### config.mk
export PLATFORM = sky130hd
export DESIGN_NAME = vector_abs
export DESIGN_NICKNAME = d
export VERILOG_FILES = /design/src/rtl/vector_abs_pkg.sv /design/src/rtl/vector_abs_minmax.sv /design/src/rtl/vector_abs.sv
export SDC_FILE = /design/constraint.sdc
export NUM_CORES = 1
export LEC_CHECK = 0
export CORE_MARGIN = 3
export CORE_UTILIZATION = 56
export DETAILED_ROUTE_END_ITERATION = 8
export GPL_ROUTABILITY_DRIVEN = 0
export PLACE_DENSITY = 0.9
export SLEW_MARGIN = 0
export SYNTH_ARGS = -nofsm -noshare
export SYNTH_HDL_FRONTEND = slang
export SYNTH_SLANG_ARGS = --single-unit
### constraint.sdc
create_clock -name clk_i -period 1.4 [get_ports clk_i]
set_clock_uncertainty 0.15 [all_clocks]
set_input_delay 0.35 -clock clk_i [delete_from_list [all_inputs] [get_ports clk_i]]
set_output_delay 0.35 -clock clk_i [all_outputs]
set_load 0.005 [all_outputs]
### src/rtl/vector_abs_pkg.sv
// rtl/vector_abs_pkg.sv - shared constants, result type and saturation helper for vector_abs
//
// Contents:
//   VECTOR_ABS_W      default component/result width (32)
//   VECTOR_ABS_MAX_W  widest WIDTH the saturation helper can describe
//   vector_abs_res_t  result record at the default width (abs, ovf)
//   vector_abs_sat_value(width)  all-ones saturation value for a given width

package vector_abs_pkg;

  localparam int unsigned VECTOR_ABS_W     = 32;
  localparam int unsigned VECTOR_ABS_MAX_W = 64;

  typedef struct packed {
    logic [VECTOR_ABS_W-1:0] abs;
    logic                    ovf;
  } vector_abs_res_t;

  // Returns 2^width - 1 in a fixed-size container; callers take the low
  // `width` bits. Widths at or above the container size give all ones.
  function automatic logic [VECTOR_ABS_MAX_W-1:0] vector_abs_sat_value(input int unsigned width);
    logic [VECTOR_ABS_MAX_W-1:0] ones;
    ones = '1;
    if (width >= VECTOR_ABS_MAX_W) begin
      return ones;
    end
    return (ones >> (VECTOR_ABS_MAX_W - width));
  endfunction

endpackage : vector_abs_pkg

### src/rtl/vector_abs_minmax.sv
// rtl/vector_abs_minmax.sv - combinational unsigned max/min selector
//
// Ports:
//   x_i    in  WIDTH  first operand, unsigned
//   y_i    in  WIDTH  second operand, unsigned
//   max_o  out WIDTH  larger operand (x_i on a tie)
//   min_o  out WIDTH  smaller operand (y_i on a tie)

module minmax
  import vector_abs_pkg::*;
#(
  parameter int unsigned WIDTH = VECTOR_ABS_W
) (
  input  logic [WIDTH-1:0] x_i,
  input  logic [WIDTH-1:0] y_i,
  output logic [WIDTH-1:0] max_o,
  output logic [WIDTH-1:0] min_o
);

  logic x_lt_y;

  // Strict less-than so equal operands route x to max.
  assign x_lt_y = (x_i < y_i);

  always_comb begin
    max_o = x_i;
    min_o = y_i;
    if (x_lt_y) begin
      max_o = y_i;
      min_o = x_i;
    end
  end

endmodule : minmax

### src/rtl/vector_abs.sv
// rtl/vector_abs.sv - registered alpha-max-plus-beta-min magnitude estimate, max + min/2
//
// Ports:
//   clk_i    in  1      clock, rising edge
//   rst_ni   in  1      asynchronous active-low reset
//   valid_i  in  1      x/y pair valid this cycle (always accepted)
//   x        in  WIDTH  first component, unsigned
//   y        in  WIDTH  second component, unsigned
//   valid_o  out 1      abs holds a new result this cycle
//   abs      out WIDTH  magnitude estimate
//   ovf_o    out 1      carry-out of the full-precision sum for the current result
//
// Build option: define VECTOR_ABS_SAT_EN to clamp abs to all ones on carry-out;
// otherwise abs wraps modulo 2^WIDTH. ovf_o is the same in both builds.

module vector_abs
  import vector_abs_pkg::*;
#(
  parameter int unsigned WIDTH = VECTOR_ABS_W
) (
  input  logic             clk_i,
  input  logic             rst_ni,
  input  logic             valid_i,
  input  logic [WIDTH-1:0] x,
  input  logic [WIDTH-1:0] y,
  output logic             valid_o,
  output logic [WIDTH-1:0] abs,
  output logic             ovf_o
);

  logic [WIDTH-1:0] max_w;
  logic [WIDTH-1:0] min_w;
  logic [WIDTH-1:0] half_min;
  logic [WIDTH:0]   sum_full;
  logic             carry;

  logic [WIDTH-1:0] abs_d, abs_q;
  logic             ovf_d, ovf_q;
  logic             valid_d, valid_q;

  minmax #(
    .WIDTH (WIDTH)
  ) u_minmax (
    .x_i   (x),
    .y_i   (y),
    .max_o (max_w),
    .min_o (min_w)
  );

  // Logical shift: min/2 truncates toward zero.
  assign half_min = min_w >> 1;
  assign sum_full = {1'b0, max_w} + {1'b0, half_min};
  assign carry    = sum_full[WIDTH];

`ifdef VECTOR_ABS_SAT_EN
  localparam logic [VECTOR_ABS_MAX_W-1:0] SAT_FULL = vector_abs_sat_value(WIDTH);
  localparam logic [WIDTH-1:0]            SAT_VAL  = SAT_FULL[WIDTH-1:0];

  always_comb begin
    abs_d = sum_full[WIDTH-1:0];
    if (carry) begin
      abs_d = SAT_VAL;
    end
  end
`else
  always_comb begin
    abs_d = sum_full[WIDTH-1:0];
  end
`endif

  assign ovf_d   = carry;
  assign valid_d = valid_i;

  // Result registers only load on an accepted pair, so abs/ovf_o hold
  // through idle cycles while valid_o drops.
  always_ff @(posedge clk_i or negedge rst_ni) begin
    if (!rst_ni) begin
      abs_q   <= '0;
      ovf_q   <= 1'b0;
      valid_q <= 1'b0;
    end else begin
      valid_q <= valid_d;
      if (valid_i) begin
        abs_q <= abs_d;
        ovf_q <= ovf_d;
      end
    end
  end

  assign abs     = abs_q;
  assign ovf_o   = ovf_q;
  assign valid_o = valid_q;

endmodule : vector_abs

==> results of run 1 <==
stage by stage:
stage / setup WS, ns / utilization / setup TNS, ns / cells / area, µm²
after detailed placement: -4.425 / 0.9435 / -124.09 / 867 / 7328
after global placement: -3.834 / 0.9435 / -114.19 / 867 / 7328
after floorplan: -2.902 / - / -82.43 / 512 / 5029
kinds of logic after synthesis:
family	count (synthesis)
XOR/XNOR	22
flip-flops	34
AND/OR/NAND/NOR	109
multiplexers	84
adder cells (fa/ha/maj)	63
buffers and inverters	62
AO/OA/AOI/OAI	138
==> impl_metrics.yaml, run 1 <==
run_status:
  stop_stage: "4_1_cts"
  run_status: "did not finish"
  first-error: "[ERROR DPL-0038] Utilization greater than 100%, impossible to legalize"
clock_network:
  clk_path_buf_depth: 2
  postCtsSetupRepairBufs: 43
  cts.sinks: 34
  cts_hold_buf: 0
  numCtsBuffers: 5
  htreeDepth: 2
  cts_resized: 407
  root_buffer: "clkbuf_8"
yosys:
  yosysTopAreaCell: "mux2_2"
  synthDominantCellAreaShare: 0.2077
  synth_edf_count: 0
  ys.flop_type: "dfrtp_1"
  synth_area_um2: 4501
  synthTopCellsByArea: "mux2_2, dfrtp_1, ha_1"
  ys_seq_elements: 34
  ys_seq_area_frac: 0.1890
  synth-xor-area-share: 0.04281
  async_flop_share: 1.000
  synth.yosys.warnings: 0
  netlist_instances: 512
  synth_mux_area_frac: 0.2099
  syn-mean-instance-area_um2: 8.790
  synthAdderAreaFrac: 0.1768
  yosysUniqueCellTypes: 57
  synth-compound-area-share: 0.2130
  synth_common_cells: "mux2_2, ha_1, inv_1, a21oi_1, nand2_1"
  synth_top_family_by_area: "compound AO/OA/AOI/OAI gates"
  syn_nets: 642
  synth.most_common_cell: "mux2_2"
  synthSimpleGateAreaFrac: 0.1148
placed_design:
  portBuffers: 100
  place_hpwl_um: 16130
floorplan:
  num_io_pins: 101
  die_w_um: 95.65
  row_count: 32
  die_y_um: 95.65
  start_util: 0.5794
==> inputs of run 2 (changes only) <==
- CORE_UTILIZATION: 56 -> 40
- PLACE_DENSITY: 0.9 -> default
- PLACE_DENSITY_LB_ADDON: default -> 0.15
==> run 2 against run 1 <==
Net effect: the flow now finishes, with violations (setup timing); synthesized area unchanged; synthesized cell count unchanged.
==> impl_metrics.yaml, run 2 <==
yosys:
  synthTopCellsByArea: "mux2_2, dfrtp_1, ha_1"
  synth-xor-area-share: 0.04281
  syn-mean-instance-area_um2: 8.790
  ys_seq_elements: 34
  syn_nets: 642
  synth_top_family_by_area: "compound AO/OA/AOI/OAI gates"
  async_flop_share: 1.000
  synth_edf_count: 0
  ys.flop_type: "dfrtp_1"
  synth.most_common_cell: "mux2_2"
  synth_area_um2: 4501
  synth.yosys.warnings: 0
  synthAdderAreaFrac: 0.1768
  yosysTopAreaCell: "mux2_2"
  synth-compound-area-share: 0.2130
  netlist_instances: 512
  yosysUniqueCellTypes: 57
  ys_seq_area_frac: 0.1890
  synthSimpleGateAreaFrac: 0.1148
  synth_mux_area_frac: 0.2099
  synthDominantCellAreaShare: 0.2077
  synth_common_cells: "mux2_2, ha_1, inv_1, a21oi_1, nand2_1"
sta:
  hold_slack_ns: 0.3577
  finalHoldViolations: 0
  slew_viol_final: 0
  finalCritPeriodShare: 3.365
  worstMarginPinSlew_ns: 0.4061
  maxSlewHeadroom: 0.7222
  fmax_mhz: 212.3
  setup_ws_ns: -3.311
  setup_tns_ns: -95.53
  setup_viol: 34
  rsz0062_at_grt: "true"
  min_period_ns: 4.711
clock_network:
  root_buffer: "clkbuf_16"
  numCtsBuffers: 5
  clock_latency_ns: 0.28
  cts_tree: "yes"
  clkSlewWorstSetupHoldPaths_ns: 0.06
  cts.sinks: 34
  htreeDepth: 2
  clk_path_buf_depth: 2
grt:
  grt_max_degree: 35
  grt_pass1_wl_um: 27550
  first_global_vias: 5765
  antenna_found_initial: 0
  gr-total-overflow: 0
  grt_usage: 0.2667
setup_path:
  cp_max_fo: 7
  cp.arrival_ns: 4.73
  cp-end-kind: "flip-flop"
  start_kind: "input pin"
  path_class: "input pin to flip-flop"
  required_ns: 1.41
cells_and_area:
  nNetsFinal: 960
  drive_gt1_frac: 0.6258
  syn_to_final_growth_pct: 95.44
  layout_common_cells: "buf_4, mux2_4, mux2_2, ha_4, dfrtp_1"
  largest_register_ffs: 32
  fillers: 656
  stdcell_area_um2: 8796
  diodes: 0
  final_core_util: 0.8043
  layout_commonest_cell: "buf_4"
min_path:
  hold_path_class: "flip-flop to flip-flop"
placed_design:
  place_hpwl_um: 11990
  placed_cell_area_um2: 7501
  portBuffers: 100
floorplan:
  fp.dieArea_um2: 12560
  die_w_um: 112.1
  row_count: 38
  num_io_pins: 101
  die_y_um: 112.1
  start_util: 0.4116
  core_area_um2: 10940
drt:
  vias: 5469
  first_pass_iters: 5
  detail-route-antenna-nets: 0
  dr.first_iter.drc_count: 258
  postRouteWirelength_um: 18860
  drt-wirelength-per-cell_um: 19.43
  via_per_inst: 5.632
  drc: 0
pwr:
  power.density_nw_per_um2: 1099
  power_leakage_nw: 4.040
  ir_drop_mv: 0.7238
  p_total_mw: 9.667
run_status:
  failed_checks: "setup timing"
  run_status: "finished with violations"
job:
  drv_cap: 0
[run 2: timing repair]
item / 4_1_cts / 5_1_grt
cloned: 1 / 1
pin swaps: 86 / 60
resized for setup: 313 / 102
hold endpoints to repair: 34 / 0
endpoints found under the setup margin: 67 / 48
hold buffers: 1 / 0
setup buffers: 31 / 20
[run 2: logic make-up (layout without fill, tap and decap cells)]
| group | count (synthesis) | count (layout) |
|---|---|---|
| adders and majority gates | 63 | 63 |
| xor gates and xnor gates | 22 | 22 |
| and+or+nand+nor | 109 | 109 |
| AOI/OAI and AO/OA | 138 | 138 |
| buffers and inverters | 62 | 381 |
| muxes | 84 | 84 |
| DFF | 34 | 34 |
[run 2: area by class of cell]
cell class	instances	area [µm²]	area share
inverter	43	188.9	0.02148
tap	140	175.2	0.01991
clock buffer	6	138.9	0.01579
sequential	34	850.8	0.09673
clock inverter	2	12.51	0.001422
multi-input combinational	416	4629	0.5263
timing repair buffer	330	2800	0.3184
[run 2: layer usage]
metal | share of wire | GRT usage
met2 | 0.55 | 0.5192
met3 | 0.041 | 0.04043
met1 | 0.37 | 0.2840
met5 | 0 | 0
met4 | 0.048 | 0.1098
[run 2: through the flow]
| step | worst slack, ns | std cells |
|---|---|---|
| floorplan | -2.902 | 512 |
| global placement | -3.930 | 919 |
| detailed placement | -4.128 | 919 |
| CTS | -3.127 | 958 |
| global route | -3.478 | 971 |
| finish | -3.311 | 971 |
[run 2: path summary, 6_finish.rpt]
kind                              start  endpoint  slack [ns]  depth (start not counted)
worst max-delay path              x[12]   abs[22]       -3.31                         22
worst min-delay path            abs[28]   abs[28]        0.36                          2
worst max register to register   abs[8]    abs[8]        0.24                          3
worst min register to register  abs[28]   abs[28]        0.36                          2
max in group asynchronous        rst_ni   abs[28]        0.50                          3
min in group asynchronous        rst_ni    abs[2]        0.40                          3
[run 2: critical path, cell delays in order]
cell and delay (ns):
buf_8 0.10, ha_4 0.26, nand4_1 0.12, nor2_2 0.24, nand2_1 0.12, o31a_1 0.35
a21oi_2 0.16, nor2_2 0.07, o21ai_4 0.23, buf_6 0.16, clkbuf_16 0.17, mux2_2 0.36
ha_4 0.25, a21o_1 0.20, a21o_1 0.21, o2111ai_2 0.20, a21oi_2 0.10, buf_4 0.15
nor3_4 0.25, o221ai_2 0.19, xor2_1 0.19, mux2_4 0.28
[run 2: power by group]
group | internal, mW | leakage (nW) | switching (mW)
Sequential | 1.40 | 0.400 | 0.294
Clock | 0.706 | 0.0729 | 0.468
Combinational | 3.83 | 3.57 | 2.97
Total | 5.94 | 4.04 | 3.73
Power figures use the tool's default switching activity.
==> inputs of run 3 (changes only) <==
- HOLD_SLACK_MARGIN: default -> 0.12
- SYNTH_HIERARCHICAL: default -> 1
- clock period: 1.4 -> 5.55 ns (I/O delays scaled with it)
==> run 3 against run 2 <==
Net effect: clock-buffer cell count rose by 1; first-iteration DRC count rose by 10%; global-route usage fell by 5.6 points; highest routed layer unchanged; the flow now finishes without violations.
==> impl_metrics.yaml, run 3 <==
run_status:
  run_status: "finished clean"
floorplan:
  die_y_um: 118.9
  core_area_um2: 12210
  start_util: 0.4174
  die_w_um: 118.9
  fp.dieArea_um2: 14130
  num_io_pins: 101
  row_count: 40
setup_path:
  cp.arrival_ns: 5.45
  ff2ff_setup_slack_ns: 4.53
  critical_path.slowest_cell: "or3_4"
  cpPeakStageDelay_ns: 0.34
  cp-end-kind: "flip-flop"
  reg2reg_from: "abs[23]"
  reg2reg_to: "abs[23]"
  cp_num_buf_inv: 5
  critPathTopFamily: "compound AO/OA/AOI/OAI gates"
  worstPathCellList: "clkdlybuf4s15_1 > ha_4 > nand4_1 > nor2_1 > a22o_1 > or3_4 > a31oi_4 > buf_12 > buf_4 > mux2_4 > ha_1 > buf_4 > a21oi_1 > o21ai_2 > buf_4 > a21oi_2 > o21a_1 > o31ai_2 > xor2_1 > mux2_4"
  worst_path_most_repeated_cell: "buf_4"
  cp_max_fo: 5
  r2r_cells: 2
  path_class: "input pin to flip-flop"
  start_kind: "input pin"
  required_ns: 5.57
sta:
  min_period_ns: 5.434
  setup_viol: 0
  finalHoldViolations: 0
  setup_tns_ns: 0
  finalCritPeriodShare: 0.9791
  worstMarginPinSlew_ns: 0.6191
  fmax_mhz: 184.0
  maxSlewHeadroom: 0.5868
  slew_viol_final: 0
yosys:
  syn-mean-instance-area_um2: 9.285
  syn_nets: 679
  netlist_instances: 549
  synth.yosys.warnings: 6
  synth_area_um2: 5097
job:
  drv_cap: 0
cells_and_area:
  multi_input_area_um2: 4408
  fillers: 977
  stdcell_count: 1004
  syn_to_final_growth_pct: 64.60
  nNetsFinal: 965
  stdcell_area_um2: 8391
  layout_commonest_cell: "buf_4"
  diodes: 0
  layout_common_cells: "buf_4, mux2_4, clkdlybuf4s50_1, a21oi_1, nand2_1"
  drive_gt1_frac: 0.4773
  largest_register_ffs: 32
  regArea_um2: 850.8
placed_design:
  placed_cell_area_um2: 7566
  dp.cells: 982
  portBuffers: 100
  place_hpwl_um: 12130
drt:
  detail-route-antenna-nets: 0
  drt-wirelength-per-cell_um: 15.35
  via_per_inst: 5.121
  dr.first_iter.drc_count: 284
  vias: 5141
  first_pass_iters: 4
  postRouteWirelength_um: 15420
  drc: 0
clock_network:
  cts.sinks: 34
  cts_tree: "yes"
  htreeDepth: 2
  clkSlewWorstSetupHoldPaths_ns: 0.05
  clk_path_buf_depth: 2
  numCtsBuffers: 5
  root_buffer: "clkbuf_16"
  clock_latency_ns: 0.28
min_path:
  hold_path_class: "flip-flop to flip-flop"
  min-delay-start: "abs[25]"
  min_to: "abs[25]"
  hold_depth: 2
pwr:
  power_leakage_nw: 4.091
  p_total_mw: 2.238
  power.density_nw_per_um2: 266.7
  ir_drop_mv: 0.1380
grt:
  antenna_found_initial: 0
  first_global_vias: 5273
  grt_pass1_wl_um: 25200
  grt_usage: 0.2108
  gr-total-overflow: 0
  grt_max_degree: 44
-- run 3: what timing repair did --
action / in CTS / in global routing
pin swaps: 37 / 40
setup endpoints to repair: 21 / 23
gates cloned: 1 / 0
resized for setup: 95 / 71
buffers inserted: 11 / 2
hold endpoints to repair: 0 / 0
hold buffers: 0 / 0
-- run 3: worst min-delay path, cell delays in order (launching register included) --
cell     delay [ns]
dfrtp_1        0.34
nand2_1        0.05
o21ai_1        0.06
-- run 3: final cells by class --
cell class / instances / share of cell area
multi-input combinational: 447 / 0.5254
timing repair buffer: 300 / 0.3096
sequential: 34 / 0.1014
tap: 168 / 0.02505
inverter: 47 / 0.02103
clock buffer: 7 / 0.01700
clock inverter: 1 / 0.0005965
-- run 3: layer usage --
layer / GRT usage / wire length, µm
met5: 0 / 0
met4: 0.05503 / 244
met3: 0.01567 / 602
met2: 0.3609 / 7420
met1: 0.2877 / 7148
-- run 3: worst max path at each step --
stage | from | to | slack, ns | cells after the start
finish | x[14] | abs[16] | 0.12 | 20
global route | y[5] | abs[16] | -0.06 | 21
CTS | y[29] | abs[29] | 0.00009 | 21
detailed placement | y[30] | abs[29] | -0.51 | 19
global placement | y[30] | abs[29] | -0.46 | 19
floorplan | y[7] | abs[16] | 0.02 | 18
-- run 3: power breakdown --
| group | internal [mW] | switching, mW | total, mW |
|---|---|---|---|
| clock | 0.178 | 0.0997 | 0.277 |
| sequential | 0.351 | 0.0585 | 0.410 |
| combinational | 0.894 | 0.657 | 1.55 |
-- run 3: per-stage QoR --
stage               hold slack [ns]  utilization  setup WS, ns
global route                 0.3655       0.6871      -0.05665
detailed placement           0.3280       0.6196       -0.5128
CTS                          0.3409       0.6707    0.00009459
finish                       0.3367       0.6871        0.1159
global placement             0.3164       0.6196       -0.4608
floorplan                    0.3263            -       0.01599
